**config.mk**
```make
export PLATFORM = sky130hd
export DESIGN_NAME = instr_prefetch_queue
export DESIGN_NICKNAME = d
export VERILOG_FILES = /design/src/rtl/fetch_pkg.sv /design/src/rtl/pf_fifo.sv /design/src/rtl/instr_prefetch_queue.sv
export SDC_FILE = /design/constraint.sdc
export NUM_CORES = 1
export LEC_CHECK = 0
export BUFFER_PORTS_ARGS = -buffer_cell sky130_fd_sc_hd__buf_2
export CORE_AREA = 2 2 165 167
export DETAILED_ROUTE_END_ITERATION = 8
export DIE_AREA = 0 0 167 169
export GPL_ROUTABILITY_DRIVEN = 0
export GPL_TIMING_DRIVEN = 0
export PLACE_DENSITY = 0.75
export SLEW_MARGIN = 20
export SYNTH_ARGS = -nofsm -noshare
export SYNTH_HDL_FRONTEND = slang
export SYNTH_SLANG_ARGS = --single-unit
```
**constraint.sdc**
```tcl
create_clock -name clk -period 8.1 [get_ports clk]
set_input_delay 0 -clock clk [delete_from_list [all_inputs] [get_ports clk]]
set_output_delay 0 -clock clk [all_outputs]
set_load 0.1 [all_outputs]
```
**src/rtl/fetch_pkg.sv**
```systemverilog
// fetch_pkg: shared state encoding and constants for the instruction prefetch front-end.
package fetch_pkg;
    typedef enum logic [1:0] {IDLE, REQ, DROP} pf_state_t;
    localparam int WORD_BYTES = 4;
endpackage

```
**src/rtl/pf_fifo.sv**
```systemverilog
// pf_fifo: circular synchronous FIFO with push/pop/flush and occupancy count.
module pf_fifo #(
    parameter int DEPTH = 4,
    parameter int WIDTH = 64
) (
    input  logic                     clk,
    input  logic                     rst,
    input  logic                     push,
    input  logic                     pop,
    input  logic                     flush,
    input  logic [WIDTH-1:0]         wdata,
    output logic [WIDTH-1:0]         rdata,
    output logic [$clog2(DEPTH):0]   count,
    output logic                     full,
    output logic                     empty
);
    localparam int AW = $clog2(DEPTH);
    logic [WIDTH-1:0] mem [DEPTH];
    logic [AW-1:0] rd, wr;
    assign rdata = mem[rd];
    assign full = count[AW];
    assign empty = count == '0;
    always_ff @(posedge clk) begin
        if (rst) begin
            rd <= '0;
            wr <= '0;
            count <= '0;
            for (int i = 0; i < DEPTH; i++) mem[i] <= '0;
        end else if (flush) begin
            wr <= rd;
            count <= '0;
        end else begin
            if (push) begin
                mem[wr] <= wdata;
                wr <= wr + 1'b1;
            end
            if (pop) rd <= rd + 1'b1;
            count <= count + {{AW{1'b0}}, push} - {{AW{1'b0}}, pop};
        end
    end
endmodule

```
**src/rtl/instr_prefetch_queue.sv**
```systemverilog
// instr_prefetch_queue: sequential instruction fetcher with one outstanding memory request,
// a small {pc, instr} queue toward decode, and redirect flush/drop handling.
module instr_prefetch_queue
    import fetch_pkg::*;
#(
    parameter int          DEPTH    = 4,
    parameter logic [31:0] RESET_PC = 32'h0
) (
    input  logic        clk,
    input  logic        rst,
    input  logic        redirect_valid,
    input  logic [31:0] redirect_pc,
    output logic        mem_req,
    output logic [31:0] mem_addr,
    input  logic        mem_ack,
    input  logic [31:0] mem_rdata,
    output logic        instr_valid,
    output logic [31:0] instr,
    output logic [31:0] instr_pc,
    input  logic        instr_ready
);
    localparam int CW = $clog2(DEPTH) + 1;
    pf_state_t state, state_n;
    logic [31:0] fetch_pc, fetch_pc_n;
    logic [CW-1:0] count;
    logic [63:0] head;
    logic full, empty, push, pop, ack, free_idle, free_push, load;
    assign mem_req = state != IDLE;
    // Acks arriving with no request outstanding (e.g. after reset) are ignored.
    assign ack = mem_ack & mem_req;
    assign instr_valid = !empty;
    assign pop = instr_valid & instr_ready;
    assign push = (state == REQ) & ack & !redirect_valid;
    assign free_idle = !full | pop;
    assign free_push = pop | (count < CW'(DEPTH - 1));
    assign {instr_pc, instr} = head;
    assign fetch_pc_n = redirect_valid ? {redirect_pc[31:2], 2'b00} :
                        push ? fetch_pc + 32'(WORD_BYTES) : fetch_pc;
    // mem_addr only reloads when a fresh request starts, so it stays put while one is pending.
    assign load = (state_n == REQ) && (state == IDLE || ack);
    always_comb begin
        state_n = state;
        unique case (state)
            IDLE:    state_n = (redirect_valid || free_idle) ? REQ : IDLE;
            REQ:     state_n = redirect_valid ? (ack ? REQ : DROP) : (!ack || free_push) ? REQ : IDLE;
            DROP:    state_n = ack ? REQ : DROP;
            default: state_n = IDLE;
        endcase
    end
    always_ff @(posedge clk) begin
        if (rst) begin
            state <= IDLE;
            fetch_pc <= RESET_PC;
            mem_addr <= RESET_PC;
        end else begin
            state <= state_n;
            fetch_pc <= fetch_pc_n;
            if (load) mem_addr <= fetch_pc_n;
        end
    end
    pf_fifo #(.DEPTH(DEPTH), .WIDTH(64)) u_fifo (
        .clk(clk),
        .rst(rst),
        .push(push),
        .pop(pop),
        .flush(redirect_valid),
        .wdata({fetch_pc, mem_rdata}),
        .rdata(head),
        .count(count),
        .full(full),
        .empty(empty)
    );
endmodule

```
Word level (Yosys, flattened, before mapping)
Memories as Yosys holds them, arrays and structs flattened. A register that Yosys moved wholly into a read port is not among the register bits.
Cells that the tools add are included.
{"block": "classes", "n_addsub": 5, "order_cmp": 1, "n_eq_ne": 3, "n_mux": 20, "bitwise": 7, "reduce_logical": 15}
{"op": "32-bit 2-to-1 mux", "n": 2}
{"op": "64-bit 2-to-1 mux", "n": 1}
{"op": "64-bit OR reduction", "n": 1}
{"op": "32-bit by 3-bit adder with 32-bit output, second input constant", "n": 1}
{"op": "2-bit 2-to-1 mux", "n": 7}
{"op": "1-bit 2-to-1 mux", "n": 9}
{"op": "2-bit one-hot mux with 3 select lines", "n": 1}
{"op": "2-bit by 1-bit adder with 2-bit output, second input constant", "n": 2}
{"op": "1-bit bitwise AND", "n": 4}
{"op": "2-bit by 1-bit == test with 1-bit output, second input constant", "n": 2}
{"op": "1-bit zero test", "n": 4}
{"op": "2-bit nonzero test", "n": 2}
{"op": "3-bit by 1-bit adder with 3-bit output", "n": 1}
{"op": "3-bit zero test", "n": 1}
{"op": "1-bit logical OR", "n": 3}
{"op": "3-bit by 2-bit less-than comparator with 1-bit output, second input constant", "n": 1}
{"op": "3-bit by 1-bit subtractor with 3-bit output", "n": 1}
{"op": "2-bit == test, second input constant", "n": 1}
{"op": "2-bit zero test", "n": 1}
{"op": "1-bit bitwise OR", "n": 2}
{"op": "2-bit AND reduction", "n": 1}
{"op": "2-bit OR reduction", "n": 1}
{"op": "1-bit logical AND", "n": 1}
{"op": "1-bit NOT", "n": 1}
{"block": "word_totals", "regBits": 73, "ram_bits": 256, "in_bits": 69, "out_inout_bits": 98, "elab_cells": 58, "memories": 1}
{"name": "u_fifo.mem", "depth": 4, "width": 64, "rd": 1, "rd_clocked_by_memory_dff": 1, "write_ports": 4, "line_no": "pf_fifo.sv:18", "source": "logic [WIDTH-1:0] mem [DEPTH];"}

Depth between registers and ports, before layout
Gate-level depths: netlist of run 1.
{"block": "logic_depth", "depth_word": 10, "mapped_depth": 8, "depth_no_buf": 7}

Modules after synthesis
From an unflattened synthesis of run 1, not the netlist that was laid out.
{"block": "unflattened", "cells_unflattened": 1060, "area_unflattened_um2": 14739.1}
{"mod": "pf_fifo", "n_inst": 1, "cells_each": 680, "area_each_um2": 11511.0, "seq_area_each_um2": 7867.5}
{"mod": "instr_prefetch_queue", "n_inst": 1, "cells_each": 380, "area_each_um2": 3228.1, "seq_area_each_um2": 1321.3}

Least setup slack after synthesis of run 1
OpenSTA, ideal clock, no wires.
{"block": "synth_timing", "kind": "register to register", "startpoint": "register state[0]", "endpoint": "memory u_fifo.mem[1][0] (enable)", "setup_time_ns": 0.581, "arrival_time_ns": 5.646, "t_required_ns": 7.519, "slack_ns": 1.873, "stages_incl_launch_ff": 4, "path_buffers": 1, "synth_period_minus_slack_ns": 6.227, "path_cell_list": "dfxtp_1 > clkbuf_1 > nand3b_1 > o31ai_1"}
{"item": "start, declared", "line_no": "instr_prefetch_queue.sv:23", "source": "pf_state_t state, state_n;"}
{"item": "start signal, assigned", "line_no": "instr_prefetch_queue.sv:56", "source": "state <= state_n;"}
{"item": "end, declared", "line_no": "pf_fifo.sv:18"}

==> results of run 1 <==
## power by group
part	internal, W	total [W]	switching, W
Clock	0.000948	0.00158	0.000634
Sequential	0.00191	0.00195	0.0000447
Combinational	0.000149	0.000613	0.000464
## timing repair
item	4_1_cts	5_1_grt
endpoints found under the hold margin	185	0
resized for setup	0	0
hold buffers	64	0
## placed cells by master (no fill, tap or decap), drive strengths merged, types with 64 or more instances in the layout
cell	Yosys	final
mux4	64	64
nand2	87	87
dlygate4sd3	0	64
clkbuf	50	103
and2	74	74
inv	79	79
edfxtp	256	256
buf	23	197
dfxtp	75	75
nor2	156	156
## path summary, 6_finish.rpt
kind / to / slack, ns / from
min reg2reg: mem_addr[30] / 0.48 / mem_addr[30]
max reg2reg: u_fifo.mem[2][30] / 4.51 / state[0]
max: u_fifo.mem[2][30] / 4.51 / state[0]
min: fetch_pc[27] / 0.04 / redirect_valid
## routing by layer
metal	share of wire (%)	GRT usage, %	vias to the layer above
met3	7.0	3.44	64
met1	42	33.8	4747
li1	-	-	4563
met4	2.1	7.72	0
met2	49	41.8	437
met5	0	0	-
## cell families after synthesis
group | after synthesis | synth area share, %
XOR/XNOR | 13 | 0.793
flip-flops | 331 | 64.0
AND/OR/NAND/NOR | 421 | 14.3
buffers and inverters | 152 | 4.24
multiplexers | 72 | 10.6
AO/OA/AOI/OAI | 112 | 5.53
adder cells (fa/ha/maj) | 5 | 0.488
## flip-flops by register name (all words and copies together), names as in the netlist, named ones only
signal        cells
u_fifo.count      3
u_fifo.rd         2
u_fifo.wr         2
fetch_pc         32
mem_addr         32
u_fifo.mem      256
state             2
## per-stage QoR
step                cell area, µm²  setup WS, ns  total power, W  instances  util, %
finish                       17700          4.51         0.00415       1747     66.6
global route                 17700          4.31         0.00426       1747     66.6
CTS                          17700          4.54         0.00416       1747     66.6
detailed placement           15900          4.57         0.00257       1621     59.9
global placement             15600         -1.91         0.00256       1609     58.8
floorplan                    14400          1.87         0.00242       1106        -
## layout make-up
cell class / instances / area share, %
Buffer: 73 / 1.77
Clock buffer: 53 / 5.88
Clock inverter: 9 / 0.546
Inverter: 79 / 1.68
Multi-Input combinational cell: 623 / 26.0
Sequential cell: 331 / 52.1
Tap cell: 341 / 2.42
Timing Repair Buffer: 238 / 9.63
## tightest hold or removal path: stages
cell,delay [ns]
buf_6,0.13
buf_4,0.20
o31a_1,0.17
==> run_results.csv, run 1 <==
group,metric,value,unit
status,status,"finished, final reports clean",
sta,final.setup.tns,0,ns
sta,slew_headroom,40.4,%
sta,final_max_slew_viol_count,0,
global_routing,grt_pass1_vias,10000,
global_routing,grt_util_all_layers,24.8,%
global_routing,grt.overflow.total,0,
global_routing,antenna_found_initial,0,
sta,holdWs,0.0354,ns
setup_path,critical_path.endpoint_type,"flop",
setup_path,critPathMaxStageDelay,0.54,ns
sta,finalHoldViolCount,0,
clocking,cts_setup_buffers,0,
clocking,clockRootBuffer,"clkbuf_16",
power_and_ir_drop,leakage,7.03,nW
place,portBuffers,162,
setup_path,critPathLaunchType,"flop",
job,max_cap_violations,0,
clocking,clock_path_buffers,3,
synthesis,avgSynthCellArea,13.0,µm²
synthesis,ys_top_cells_by_area,"edfxtp_1 (54%), dfxtp_1 (10%), mux4_2 (10%)",
synthesis,yosysMostFrequentCell,"edfxtp_1",
floorplan,dieArea,28200,µm²
setup_path,cp.depth,8,
route,ant_nets,0,
power_and_ir_drop,p_per_area,235,nW/µm²
setup_path,worstPathRequired,8.28,ns
layout,multiInputGateArea,4590,µm²
clocking,h-tree-depth,2,
floorplan,die_w,167,µm
power_and_ir_drop,ir_worst_vdd,0.000147,V
route,drc_errors,0,
route,viasPerCell,5.62,
synthesis,ys_warn_count,0,
clocking,cts_tree,"done",
setup_path,crit_buf_inv,4,
place,dp.final_hpwl,22800,µm
clocking,clkSinkCount,331,
sta,final.setup_skew,0.0105,ns
clocking,cts_made_buffers,35,
layout,drive_gt1_share,23.0,%
hold_path,worst_hold_path_type,"in2reg",
sta,rsz0062_at_grt,"no",
synthesis,synth-edff-count,256,
route,post_drt_wl_per_cell,19.9,µm
floorplan,pin_count,167,
setup_path,worstSetupPathType,"reg2reg",
synthesis,synth_top_area_share,53.5,%
floorplan,die_h,169,µm
synthesis,seq_area_frac_synth,64.0,%
floorplan,core,26500,µm²
global_routing,grt_pass1_wl,53900,µm
setup_path,path_delay_family,"buffers and inverters",
sta,setup_violations,0,
route,first_pass_iters,9,
clocking,clkLatencyLatePin,0.51,ns
synthesis,ys.flop_type,"edfxtp_1",
setup_path,slowest_stage,"clkbuf_1",
synthesis,synth_top_area_cell,"edfxtp_1",
sta,fin_crit,3.59,ns
synthesis,netlist_top_cells_count,"edfxtp_1 (256), nor2_1 (156), nand2_1 (87)",
layout,antenna_cells,0,
setup_path,crit_chain,"clkbuf_1 -> nand3b_1 -> nor3_1 -> clkbuf_1 -> buf_2 -> nand2_1 -> nand2_4 -> buf_16",
floorplan,rows,60,
global_routing,grt_max_degree,47,
clocking,clk_pin_slew,0.06,ns
synthesis,synthesis.area,14400,µm²
hold_path,hold-path-cell-count,3,
sta,fmax,278,MHz
synthesis,synthArstFlopShare,0,%
setup_path,rr_worst_depth,8,
route,drt-total-wl,34800,µm
layout,synthToLayoutAreaGrowth,22.9,%
layout,seqCellArea,9190,µm²
synthesis,ys_types,63,
route,dr_total_vias,9811,
layout,layout.nets,1455,
setup_path,worstPathArrival,3.78,ns
sta,worst_pin_slew,0.895,ns
setup_path,path_max_fanout,42,
sta,period_share,44.4,%
layout,fillers,1844,
synthesis,synthCells,1106,
synthesis,synth_nets,1180,
synthesis,ys_ff_latch,331,
setup_path,path_common_cell,"clkbuf_1",
floorplan,start_util,54.2,%
route,drt_iter0_drc,954,
No activity file was read; power rests on OpenSTA's default activity.
==> run 2: changes to the inputs <==
--- a/config.mk
+++ b/config.mk
@@ -6,12 +6,12 @@
 export NUM_CORES = 1
 export LEC_CHECK = 0
 export BUFFER_PORTS_ARGS = -buffer_cell sky130_fd_sc_hd__buf_2
-export CORE_AREA = 2 2 165 167
+export CORE_AREA = 2 2 168 170
 export DETAILED_ROUTE_END_ITERATION = 8
-export DIE_AREA = 0 0 167 169
+export DIE_AREA = 0 0 170 172
 export GPL_ROUTABILITY_DRIVEN = 0
 export GPL_TIMING_DRIVEN = 0
-export PLACE_DENSITY = 0.75
+export PLACE_DENSITY = 0.76
 export SLEW_MARGIN = 20
 export SYNTH_ARGS = -nofsm -noshare
 export SYNTH_HDL_FRONTEND = slang
==> constraint.sdc (replaced) <==
create_clock -name clk -period 3.1 [get_ports clk]
set_input_delay 0 -clock clk [delete_from_list [all_inputs] [get_ports clk]]
set_output_delay 0 -clock clk [all_outputs]
set_load 0.1 [all_outputs]
==> run 2 against run 1 <==
  * Clock power increased to 2.6 times the previous value
  * Global-route usage fell by 0.27 points
  * Cell count up 0.34%
  * Sequential power rose to 2.6 times the previous value
  * Hold slack got worse by 0.017 ns
  * Fmax up 22%
==> run_results.csv, run 2 (synthesized netlist as in run 1, its figures left out) <==
group,metric,value,unit
sta,final.setup_skew,0.0211,ns
sta,slew_headroom,33.3,%
sta,fmax,339,MHz
global_routing,grt_max_degree,38,
layout,final_common_cell,"edfxtp_1",
place,pre_cts_ws,-0.567,ns
route,ant_nets,0,
global_routing,antenna_found_initial,0,
clocking,clockRootBuffer,"clkbuf_16",
layout,layoutNonFillerInstCount,1753,
floorplan,dieArea,29200,µm²
setup_path,path_max_fanout,37,
setup_path,crit_chain,"clkbuf_1 -> nand3b_1 -> nor3_2 -> clkbuf_2 -> buf_2 -> nand2_1 -> nand2_8 -> buf_12",
global_routing,grt_util_all_layers,24.5,%
hold_path,worst_hold_path_type,"in2reg",
layout,drive_gt1_share,23.7,%
clocking,clkLatencyLatePin,0.52,ns
sta,final_max_slew_viol_count,0,
setup_path,slowest_stage,"clkbuf_2",
floorplan,start_util,52.3,%
sta,rsz0062_at_grt,"no",
floorplan,rows,61,
clocking,clkSinkCount,331,
layout,layout.nets,1455,
floorplan,die_w,170,µm
global_routing,grt_pass1_wl,53900,µm
layout,synthToLayoutAreaGrowth,22.6,%
clocking,cts_tree,"done",
route,dr_total_vias,9905,
layout,top_regs,"u_fifo.mem x256, fetch_pc x32, mem_addr x32",
clocking,h-tree-depth,2,
setup_path,worstPathArrival,3.14,ns
place,dp.final_hpwl,23000,µm
clocking,cts_made_buffers,36,
status,status,"finished, final reports clean",
sta,fin_crit,2.95,ns
sta,period_share,95.1,%
place,portBuffers,162,
power_and_ir_drop,ir_worst_vdd,0.000398,V
layout,largest-register,"u_fifo.mem",
power_and_ir_drop,p_total,0.0107,W
clocking,clk_pin_slew,0.06,ns
global_routing,grt.overflow.total,0,
route,drc_errors,0,
sta,final.setup.tns,0,ns
sta,setup_violations,0,
sta,worst_pin_slew,1.00,ns
layout,final_cell_mix,"edfxtp_1 (256), buf_2 (172), nor2_1 (156)",
route,viasPerCell,5.65,
setup_path,worstSetupPathType,"reg2reg",
setup_path,critPathLaunchType,"flop",
setup_path,worstPathRequired,3.29,ns
floorplan,core,27500,µm²
layout,antenna_cells,0,
route,first_pass_iters,6,
route,drt_iter0_drc,1011,
floorplan,pin_count,167,
floorplan,die_h,172,µm
setup_path,critical_path.endpoint_type,"flop",
clocking,clock_path_buffers,3,
job,max_cap_violations,0,
sta,finalHoldViolCount,0,
layout,fillers,2057,
setup_path,critPathMaxStageDelay,0.36,ns
sta,setup_ws,0.151,ns
power_and_ir_drop,leakage,7.00,nW
global_routing,grt_pass1_vias,9824,
layout,utilization,64.1,%
route,post_drt_wl_per_cell,20.4,µm
layout,largest_reg_flops,256,
place,dp.cells,1624,
power_and_ir_drop,p_per_area,610,nW/µm²
route,drt-total-wl,35700,µm
## run 2: cell types whose count changed in the layout (fill, tap and decap cells not counted), sizes merged
cell      previous run  this run
inv                 79        82
buf                197       196
clkbuf             103        94
clkinv               6        11
bufinv               2         1
clkinvlp             1         5
## run 2: worst max-delay path: cells and delay by family (launching register included)
kind,cells,cell delay [ns]
buffers and inverters,4,1.17
and+or+nand+nor,4,1.09
DFF,1,0.31
## run 2: through the flow
step / hold WS [ns] / instance area (µm²)
final: 0.0180 / 17600
after global routing: 0.0338 / 17600
after CTS: 0.00179 / 17600
after detailed placement: 0.278 / 15800
after global placement: 0.290 / 15600
after floorplan: 0.163 / 14400
## run 2: layout make-up
| type | instances | area (µm²) | share of cell area [%] |
|---|---|---|---|
| Tap cell | 346 | 433 | 2.46 |
| Clock buffer | 44 | 972 | 5.52 |
| Buffer | 73 | 317 | 1.80 |
| Clock inverter | 20 | 141 | 0.803 |
| Inverter | 79 | 297 | 1.68 |
| Sequential cell | 331 | 9190 | 52.2 |
| Timing Repair Buffer | 237 | 1650 | 9.35 |
| Multi-Input combinational cell | 623 | 4610 | 26.2 |
## run 2: final timing paths
check | start | end | slack, ns | cells past startpoint
setup / recovery | state[1] | u_fifo.mem[2][24] | 0.15 | 8
hold / removal | redirect_valid | fetch_pc[31] | 0.02 | 4
setup reg to reg | state[1] | u_fifo.mem[2][24] | 0.15 | 8
hold reg to reg | mem_addr[21] | mem_addr[21] | 0.48 | 2
## run 2: per-layer routing
layer  up-vias  GRT usage [%]  part of all wire (%)
li1       4548              -                     -
met1      4807           32.3                    41
met2       494           42.2                    49
met3        56           4.53                   8.2
met4         0           6.84                   1.8
met5         -              0                     0
## run 2: power by group
part           switching (W)  leakage, nW  total [W]  internal [W]
clock network        0.00171        0.543    0.00404       0.00233
registers           0.000112         3.26    0.00509       0.00498
logic                0.00122         3.20    0.00160      0.000382
## run 2: timing repair
action	4_1_cts	5_1_grt
endpoints found under the setup margin	96	37
setup buffers	1	0
pin swaps	1	0
hold buffers	64	0
resized for setup	4	2
hold endpoints to repair	184	0
==> run 3: changes to the inputs <==
--- a/config.mk
+++ b/config.mk
@@ -11,7 +11,7 @@
 export DIE_AREA = 0 0 170 172
 export GPL_ROUTABILITY_DRIVEN = 0
 export GPL_TIMING_DRIVEN = 0
-export PLACE_DENSITY = 0.76
+export PLACE_DENSITY = 0.85
 export SLEW_MARGIN = 20
 export SYNTH_ARGS = -nofsm -noshare
 export SYNTH_HDL_FRONTEND = slang
==> run 3 against run 2 <==
  * Non-clock buffer count rose by 1
  * Global-route usage rose by 0.84 points
  * First-iteration DRC count rose by 0.89%
  * Die area did not move
  * Critical endpoint is now u_fifo.mem[2][18]
  * Largest cell class unchanged
==> run_results.csv, run 3 (synthesized netlist as in run 1, its figures left out) <==
group,metric,value,unit
sta,fin_crit,2.99,ns
layout,top_regs,"u_fifo.mem x256, fetch_pc x32, mem_addr x32",
sta,rsz0062_at_grt,"no",
setup_path,worstPathRequired,3.29,ns
route,first_pass_iters,5,
sta,finalHoldViolCount,0,
route,drt_iter0_drc,1020,
sta,period_share,96.4,%
global_routing,grt_util_all_layers,25.4,%
layout,largest-register,"u_fifo.mem",
layout,utilization,64.3,%
clocking,h-tree-depth,2,
route,drc_errors,0,
power_and_ir_drop,leakage,7.04,nW
clocking,clk_pin_slew,0.06,ns
route,viasPerCell,5.79,
status,status,"finished, final reports clean",
place,dp.final_hpwl,24000,µm
sta,slew_headroom,34.3,%
sta,final.setup_skew,0.0143,ns
layout,synthToLayoutAreaGrowth,23.1,%
clocking,clock_path_buffers,3,
route,dr_total_vias,10200,
sta,setup_violations,0,
floorplan,rows,61,
clocking,clkSinkCount,331,
hold_path,min_to,"fetch_pc[29]",
setup_path,worstSetupPathType,"reg2reg",
setup_path,timing.rr.end,"u_fifo.mem[2][18]",
hold_path,min_from,"redirect_pc[29]",
setup_path,worstPathArrival,3.18,ns
layout,largest_reg_flops,256,
clocking,cts_tree,"done",
floorplan,pin_count,167,
setup_path,critical_path.endpoint_type,"flop",
global_routing,antenna_found_initial,0,
sta,fmax,335,MHz
power_and_ir_drop,ir_worst_vdd,0.000502,V
floorplan,die_h,172,µm
layout,antenna_cells,0,
layout,layoutNonFillerInstCount,1753,
sta,final_max_slew_viol_count,0,
global_routing,grt_max_degree,39,
setup_path,rr_worst_depth,8,
layout,final_common_cell,"edfxtp_1",
floorplan,dieArea,29200,µm²
power_and_ir_drop,p_per_area,622,nW/µm²
global_routing,grt.overflow.total,0,
setup_path,reg2reg_from,"state[0]",
route,ant_nets,0,
route,drt-total-wl,37100,µm
global_routing,grt_pass1_wl,55900,µm
hold_path,worst_hold_path_type,"in2reg",
hold_path,hold-path-cell-count,5,
layout,layout.nets,1456,
global_routing,grt_pass1_vias,10200,
place,portBuffers,162,
clocking,cts_made_buffers,35,
setup_path,path_max_fanout,34,
job,max_cap_violations,0,
clocking,clkLatencyLatePin,0.51,ns
clocking,clockRootBuffer,"clkbuf_16",
sta,holdWs,0.0661,ns
setup_path,worst-r2r-setup-slack,0.11,ns
layout,drive_gt1_share,23.2,%
floorplan,start_util,52.3,%
floorplan,die_w,170,µm
sta,final.setup.tns,0,ns
setup_path,critPathLaunchType,"flop",
place,dp.cells,1624,
sta,worst_pin_slew,0.986,ns
route,post_drt_wl_per_cell,21.1,µm
floorplan,core,27500,µm²
layout,final_cell_mix,"edfxtp_1 (256), buf_2 (172), nor2_1 (156)",
==> run 3: cell types whose count changed in the layout (fill, tap and decap cells not counted), sizes merged <==
cell / delta
clkinv: +1
bufinv: +4
or2: +1
clkbuf: -1
dlygate4sd3: +1
inv: -2
clkinvlp: -4
==> run 3: where the power goes <==
part / leakage (nW) / internal, W / switching [W] / total, W
sequential: 3.26 / 0.00498 / 0.000123 / 0.00511
clock: 0.576 / 0.00260 / 0.00167 / 0.00427
combinational: 3.20 / 0.000384 / 0.00123 / 0.00161
==> run 3: timing repair <==
action / CTS / global route
setup endpoints to repair: 64 / 61
setup buffers: 1 / 0
pin swaps: 1 / 0
gates cloned: 0 / 1
hold buffers: 65 / 0
resized for setup: 2 / 2
endpoints found under the hold margin: 182 / 0
==> run 3: metal layers <==
| layer | up-vias | GRT usage [%] | routed length [µm] |
|---|---|---|---|
| met5 | - | 0 | 0 |
| met4 | 0 | 9.22 | 1090 |
| met3 | 85 | 4.05 | 3200 |
| met2 | 580 | 44.3 | 18600 |
| met1 | 4924 | 32.3 | 14200 |
| li1 | 4567 | - | - |
==> run 3: how the worst max path moves through the flow <==
stage          startpoint                end  slack [ns]  cells past startpoint
2_1_floorplan    state[0]   u_fifo.mem[1][0]        0.06                      3
3_3_place_gp     state[0]  u_fifo.mem[1][25]       -1.27                      3
3_5_place_dp     state[0]  u_fifo.mem[2][25]       -0.46                      8
4_1_cts          state[1]   u_fifo.mem[0][5]        0.09                      5
5_1_grt          state[0]  u_fifo.mem[2][12]        0.04                      8
6_report         state[0]  u_fifo.mem[2][18]        0.11                      8
==> run 3: stage by stage <==
stage | worst slack [ns] | power [W] | cell area, µm²
2_1_floorplan | 0.0571 | 0.00633 | 14400
3_3_place_gp | -1.27 | 0.00667 | 15600
3_5_place_dp | -0.457 | 0.00672 | 15800
4_1_cts | 0.0885 | 0.0110 | 17700
5_1_grt | 0.0408 | 0.0113 | 17700
6_report | 0.112 | 0.0110 | 17700
==> run 3: area by class of cell <==
cell class,count,area (µm²)
fill,1970,9800
buffer,73,317
clock buffer,43,948
sequential,331,9190
multi-input combinational,624,4610
timing repair buffer,238,1660
tap,346,433
inverter,79,297
clock inverter,19,225
==> run 3: critical path, stage by stage (launching register included) <==
cell and delay, ns:
dfxtp_1 0.38, clkbuf_1 0.33, nand3b_1 0.23, nor3_1 0.35
clkbuf_4 0.34, buf_2 0.27, nand2_1 0.17, nand2_8 0.29
buf_12 0.27
